===== config.mk =====
export PLATFORM = sky130hd
export DESIGN_NAME = sync_w2r_cnt
export DESIGN_NICKNAME = d
export VERILOG_FILES = /design/src/rtl/fifo_ptr_pkg.sv /design/src/rtl/sync_bus_nff.sv /design/src/rtl/sync_w2r_cnt.sv
export SDC_FILE = /design/constraint.sdc
export NUM_CORES = 1
export LEC_CHECK = 0
export CORE_UTILIZATION = 44
export DETAILED_ROUTE_END_ITERATION = 16
export MAX_ROUTING_LAYER = met4
export PLACE_DENSITY = 0.8
export REMOVE_ABC_BUFFERS = 1
export SKIP_LAST_GASP = 1
export SYNTH_ARGS = -nofsm -noshare
export SYNTH_HDL_FRONTEND = slang
export SYNTH_SLANG_ARGS = --single-unit

===== constraint.sdc =====
create_clock -name rclk -period 3.1 [get_ports rclk]
set_input_delay 0.62 -clock rclk [delete_from_list [all_inputs] [get_ports rclk]]
set_output_delay 0.62 -clock rclk [all_outputs]
set_load 0.1 [all_outputs]

===== src/rtl/fifo_ptr_pkg.sv =====
// Pointer helpers shared by both async-FIFO clock domains: Gray/binary
// conversion and modulo pointer difference, sized for the widest pointer.
package fifo_ptr_pkg;

  localparam int MAX_PTR_W = 16;

  typedef logic [MAX_PTR_W-1:0] ptr_t;

  function automatic int ptr_width(input int addrsize);
    return addrsize + 1;
  endfunction

  function automatic ptr_t bin2gray(input ptr_t b);
    return b ^ (b >> 1);
  endfunction

  // Zero upper bits do not disturb the XOR prefix, so narrow pointers
  // can be widened, converted and truncated back.
  function automatic ptr_t gray2bin(input ptr_t g);
    ptr_t b;
    b[MAX_PTR_W-1] = g[MAX_PTR_W-1];
    for (int i = MAX_PTR_W - 2; i >= 0; i--) begin
      b[i] = b[i+1] ^ g[i];
    end
    return b;
  endfunction

  function automatic ptr_t occ_diff(input ptr_t a, input ptr_t b, input int w);
    ptr_t mask;
    mask = (ptr_t'(1) << w) - ptr_t'(1);
    return (a - b) & mask;
  endfunction

endpackage


===== src/rtl/sync_bus_nff.sv =====
// Generic WIDTH x STAGES synchroniser chain with async active-low reset.
// Used for both pointer crossing directions of the async FIFO.
module sync_bus_nff #(
  parameter int WIDTH  = 1,
  parameter int STAGES = 2
) (
  input  logic             clk_i,
  input  logic             rst_ni,
  input  logic [WIDTH-1:0] d_i,
  output logic [WIDTH-1:0] q_o
);

  logic [WIDTH-1:0] chain_q [STAGES];

  always_ff @(posedge clk_i or negedge rst_ni) begin
    if (!rst_ni) begin
      for (int i = 0; i < STAGES; i++) chain_q[i] <= '0;
    end else begin
      chain_q[0] <= d_i;
      for (int i = 1; i < STAGES; i++) chain_q[i] <= chain_q[i-1];
    end
  end

  assign q_o = chain_q[STAGES-1];

endmodule


===== src/rtl/sync_w2r_cnt.sv =====
// Write-pointer to read-domain synchroniser with registered Gray decode,
// occupancy count and non-empty flag. Define SYNC_W2R_CHK_EN for the checker.
module sync_w2r_cnt
  import fifo_ptr_pkg::*;
#(
  parameter int ADDRSIZE    = 4,
  parameter int SYNC_STAGES = 2
) (
  input  logic              rclk,
  input  logic              rrst_n,
  input  logic [ADDRSIZE:0] wptr,
  input  logic [ADDRSIZE:0] rptr_bin,
  input  logic              clr_err,
  output logic [ADDRSIZE:0] rq_wptr_gray,
  output logic [ADDRSIZE:0] rq_wptr_bin,
  output logic [ADDRSIZE:0] rcount,
  output logic              rnonempty,
  output logic              rovf_err
);

  localparam int   PTR_W    = ptr_width(ADDRSIZE);
  localparam ptr_t FULL_CNT = ptr_t'(1) << ADDRSIZE;

  if (SYNC_STAGES < 2 || SYNC_STAGES > 4) begin : g_bad_stages
    $error("sync_w2r_cnt: SYNC_STAGES must be 2..4");
  end
  if (PTR_W > MAX_PTR_W) begin : g_bad_addr
    $error("sync_w2r_cnt: ADDRSIZE too large for fifo_ptr_pkg");
  end

  logic [PTR_W-1:0] gray_sync;
  logic [PTR_W-1:0] rq_bin_q, rq_bin_d;
  logic [PTR_W-1:0] rcount_q, rcount_d;
  logic             nonempty_q, nonempty_d;

  sync_bus_nff #(
    .WIDTH  (PTR_W),
    .STAGES (SYNC_STAGES)
  ) u_sync (
    .clk_i  (rclk),
    .rst_ni (rrst_n),
    .d_i    (wptr),
    .q_o    (gray_sync)
  );

  always_comb begin
    rq_bin_d   = PTR_W'(gray2bin(ptr_t'(gray_sync)));
    rcount_d   = PTR_W'(occ_diff(ptr_t'(rq_bin_q), ptr_t'(rptr_bin), PTR_W));
    nonempty_d = (rq_bin_q != rptr_bin);
  end

  // Decode stage then occupancy stage, each one rclk edge.
  always_ff @(posedge rclk or negedge rrst_n) begin
    if (!rrst_n) begin
      rq_bin_q   <= '0;
      rcount_q   <= '0;
      nonempty_q <= 1'b0;
    end else begin
      rq_bin_q   <= rq_bin_d;
      rcount_q   <= rcount_d;
      nonempty_q <= nonempty_d;
    end
  end

  assign rq_wptr_gray = gray_sync;
  assign rq_wptr_bin  = rq_bin_q;
  assign rcount       = rcount_q;
  assign rnonempty    = nonempty_q;

`ifdef SYNC_W2R_CHK_EN
  localparam logic [2:0] SETTLE_DONE = 3'(SYNC_STAGES + 1);

  logic [2:0]       settle_q, settle_d;
  logic [PTR_W-1:0] prev_bin_q;
  logic             err_q, err_d;
  logic             chk_active, ovf_hit, bwd_hit;

  // Hold off until the chain has flushed the reset zeros.
  always_comb begin
    settle_d   = settle_q;
    chk_active = (settle_q == SETTLE_DONE);
    if (!chk_active) settle_d = settle_q + 3'd1;
    ovf_hit = occ_diff(ptr_t'(rq_bin_q), ptr_t'(rptr_bin), PTR_W) > FULL_CNT;
    bwd_hit = occ_diff(ptr_t'(rq_bin_q), ptr_t'(prev_bin_q), PTR_W) > FULL_CNT;
    err_d   = err_q;
    if (chk_active && (ovf_hit || bwd_hit)) err_d = 1'b1;
    else if (clr_err)                       err_d = 1'b0;
  end

  always_ff @(posedge rclk or negedge rrst_n) begin
    if (!rrst_n) begin
      settle_q   <= '0;
      prev_bin_q <= '0;
      err_q      <= 1'b0;
    end else begin
      settle_q   <= settle_d;
      prev_bin_q <= rq_bin_q;
      err_q      <= err_d;
    end
  end

  assign rovf_err = err_q;
`else
  logic unused_clr_err;
  assign unused_clr_err = clr_err;
  assign rovf_err       = 1'b0;
`endif

endmodule


# After elaboration in Yosys (flattened, before gate mapping)

Index checks and enable logic that the tools add are counted.
W data, S select, Z words.

Register bits: 21
Logic and storage cells: 11

$add $sub $neg: 1
Equality and inequality tests: 1
Bitwise logic cells: 4

Operators with widths:

| kind          | number |
|---|---|
| $ne A5 B5 Y1  | 1 |
| $sub A5 B5 Y5 | 1 |
| $xor A1 B1 Y1 | 4 |

# Logic depth before layout (Yosys ltp)

Depth in word-level cells: 4
Mapped depth: 7

# By module

A second synthesis with hierarchy kept.

Cell total of the unflattened synthesis: 53
Area total of the unflattened synthesis: 773.2 um^2

Modules (own cells, without submodules):

| module       | instances | cells each | area an instance (um^2) |
|---|---|---|---|
| sync_w2r_cnt | 1         | 38         | 485.5 |
| sync_bus_nff | 1         | 15         | 287.8 |

# Worst setup path before layout

No wires, ideal clock.

Path kind: register to register
Start: register rq_bin_q[0] (netlist: rq_wptr_bin[0])
End: register rcount_q[4] (netlist: rcount[4])
Setup time: 0.081 ns
Arrival: 1.879 ns
Data required time: 3.019 ns
Path slack: 1.141 ns
Cell stages (with the launch flop): 8
Path through: dfrtp_1 -> inv_1 -> ha_1 -> inv_1 -> fa_1 -> a21o_1 -> a21oi_1 -> xnor2_1

Longest elaborated chain between the ends: 1

Ends and longest elaborated chain:

| item                   | RTL line           | source |
|---|---|---|
| start, declared        | sync_w2r_cnt.sv:32 | `logic [PTR_W-1:0] rq_bin_q, rq_bin_d;` |
| start signal, assigned | sync_w2r_cnt.sv:59 | `rq_bin_q <= rq_bin_d;` |
| $sub A5 B5 Y5          | fifo_ptr_pkg.sv:31 | `return (a - b) & mask;` |
| net rcount_d[4]        | sync_w2r_cnt.sv:33 | `logic [PTR_W-1:0] rcount_q, rcount_d;` |
| end signal, assigned   | sync_w2r_cnt.sv:60 | `rcount_q <= rcount_d;` |
| end, declared          | sync_w2r_cnt.sv:33 |  |

The timed path passes the listed nets, and every way through them passes these cells.

# Final worst setup path

Start: input rptr_bin[0]
End: register rcount_q[4] (netlist: rcount[4])

Longest elaborated chain between the ends: 1

Ends and longest elaborated chain:

| item            | RTL line           | source |
|---|---|---|
| start, declared | sync_w2r_cnt.sv:12 | `input logic [ADDRSIZE:0] rptr_bin,` |
| $sub A5 B5 Y5   | fifo_ptr_pkg.sv:31 |  |
| net rcount_d[4] | sync_w2r_cnt.sv:33 |  |

The timed path passes the listed nets, and every way through them passes these cells.

==> summary.txt <==
CTS tree -> built
antenna violations before repair -> 0
H-tree levels -> 1
YS warnings -> 0
worst hold endpoint -> u_sync.q_o[1]
Die W -> 43.92 um
worst hold slack -> 0.3599 ns
RD Place Congestion -> 0.7659
Post-synth EDFFs -> 0
final hold vios -> 0
Top FF cell, synth -> dfrtp_1
FILL cells -> 116
global-route wire length before repair -> 1.697 mm
post-CTS setup buffers -> 0
clock sink count -> 21
post-CTS resize count -> 0
Slew Viols, Final -> 0
total CTS buffers -> 3
DPL Wire Length -> 798 um
dpl ws -> 0.8620 ns
CP Capture Type -> flop
biggest area consumer among synthesized cells -> dfrtp_1
GRT Residual Overflow -> 0
VDD IR max -> 0.0004968 V
top cells by instance count after synthesis -> dfrtp_1 (21), buf_4 (6), inv_1 (6)
clk buf depth -> 2
status -> complete, but fails checks
Final WS setup -> 1.180 ns
Syn Inst Count -> 53
setup TNS -> 0 ns
die span in y -> 43.92 um
Final Cycle Share -> 0.6194
Iter 0 DRT Violations -> 5
I/O pin count -> 30
antenna viol nets, final -> 0
relative slew slack -> 0.4230
crit path launch type -> input pin
ranking of synthesized cells by area -> dfrtp_1 (68%), ha_1 (6.5%), buf_4 (5.8%)
CTS Hold Buffers Added -> 0
multi-input logic area -> 180.2 um^2
worst reg2reg path depth -> 7
syn_area_per_cell -> 14.59 um^2
vias per std cell -> 4.745
CP delay by family, top -> adder cells
Clk pin slew, worst setup/hold paths -> 0.11 ns
root buf cell -> clkbuf_4
violated checks -> DRC
Async SR Flop Fraction -> 1.000
largest net degree at the start of global routing -> 22
Crit-path slowest cell -> clkdlybuf4s50_1
area fraction of the dominant cell type after synthesis -> 0.6796
CP Max Fanout -> 2
Slew @ Worst Pin -> 0.8628 ns
Port Buf Inserts -> 27
core area -> 0.001577 mm^2
Pwr Density -> 888.9 mW/mm^2
drt wl/cell -> 10.84 um
hold path cells -> 0
flop2flop setup slack -> 1.53 ns
register area -> 525.5 um^2
Pleak -> 0.4964 nW
hold_sp -> u_sync.chain_q[6]
total track usage -> 0.1383
Final Net Count -> 97
skew final -> 0.002161 ns
Placement Cell Area -> 978.4 um^2
critical path required time -> 3.33 ns
critical path, cell by cell -> clkdlybuf4s50_1 -> ha_1 -> inv_1 -> fa_1 -> a21o_1 -> a21oi_1 -> xnor2_1
WP data arrival -> 2.15 ns
Setup CP Type -> input pin to flop
vias in the first global route -> 421
top-count cell post-synth -> dfrtp_1
worst flop-to-flop path endpoint -> rcount[4]
n_diodes -> 0
drt first pass iters -> 12
Hold Path Class -> flop to flop
unrepaired setup endpoints after global routing -> false
Max-cap violations -> 0
initial core utilization -> 0.4905
Post-Syn Area -> 773.2 um^2
CP bufs+invs -> 2
CP peak stage delay -> 0.46 ns
layout cells sized above 1 -> 0.2436
area growth from synthesis to layout -> 29.93%
die area -> 0.001929 mm^2
post-synthesis sequential area ratio -> 0.6796
Yosys reg bits -> 21
FMAX -> 0.5208 GHz
vias -> 446
Final setup viols -> 0
Tot Pwr -> 0.8931 mW
worst-skew pair later-pin latency -> 0.29 ns
FF-to-FF Start -> rq_wptr_bin[0]
final worst path period need -> 1.920 ns
Rows -> 14
Residual DRC -> 1
DRT Wirelength -> 1.019 mm
Yosys cell types -> 12
design area -> 0.001005 mm^2
state kept, by name, indices dropped and copies added, names as in the netlist:
register,flops
rq_wptr_bin,5
u_sync.q_o,5
rcount,5
u_sync.chain_q,5
rnonempty,1
worst max path at each step:
stage / from / end / slack [ns] / cells after the start
floorplan: rq_wptr_bin[0] / rcount[4] / 1.14 / 7
global placement: rptr_bin[0] / rcount[4] / 0.88 / 7
detailed placement: rptr_bin[0] / rcount[4] / 0.86 / 7
CTS: rptr_bin[0] / rcount[4] / 1.17 / 7
global route: rptr_bin[0] / rcount[4] / 1.12 / 7
finish: rptr_bin[0] / rcount[4] / 1.18 / 7
power by group:
group | switching, mW | internal [mW]
Sequential | 0.0161 | 0.315
Clock | 0.0746 | 0.0501
Combinational | 0.346 | 0.0922
Total | 0.436 | 0.457
metal layers:
metal  global-route usage  vias to the layer above  wire (um)
li1                     -                      207          -
met1               0.1337                      213        376
met2               0.2358                       22        539
met3              0.04167                        4         73
met4              0.09091                        0         29
met5                    -                        -          0
stage by stage:
step | utilization | cells
floorplan | - | 47
global placement | 0.6206 | 90
detailed placement | 0.6206 | 90
CTS | 0.6373 | 94
global route | 0.6373 | 94
finish | 0.6373 | 94
layout make-up:
| cell class | count | share of cell area |
|---|---|---|
| repair buffers | 27 | 0.2291 |
| multi-input cells | 20 | 0.1793 |
| flip-flops and latches | 21 | 0.5230 |
| well taps | 16 | 0.01993 |
| clock buffers | 4 | 0.02615 |
| inverters | 6 | 0.02242 |
kinds of logic (layout without fill, tap and decap cells):
family | after synthesis | count (layout) | share of synthesized area
buffers and inverters | 12 | 37 | 0.08737
XOR/XNOR | 8 | 8 | 0.09062
flip-flops | 21 | 21 | 0.6796
AND/OR/NAND/NOR | 2 | 2 | 0.01456
adder cells (fa/ha/maj) | 5 | 5 | 0.09062
other | 1 | 1 | 0.004850
AO/OA/AOI/OAI | 4 | 4 | 0.03236
placed cells by master, fill, tap and decap left out:
master | Yosys | final
a21o_1 | 2 | 2
a21oi_1 | 2 | 2
and3_1 | 1 | 1
buf_4 | 6 | 16
clkbuf_1 | 0 | 1
clkbuf_4 | 0 | 3
clkdlybuf4s50_1 | 0 | 11
conb_1 | 1 | 1
dfrtp_1 | 21 | 21
fa_1 | 1 | 1
ha_1 | 4 | 4
inv_1 | 6 | 6
nand3_1 | 1 | 1
xnor2_1 | 3 | 3
xor2_1 | 5 | 5
Note: power is estimated with default switching activity, not from simulation.
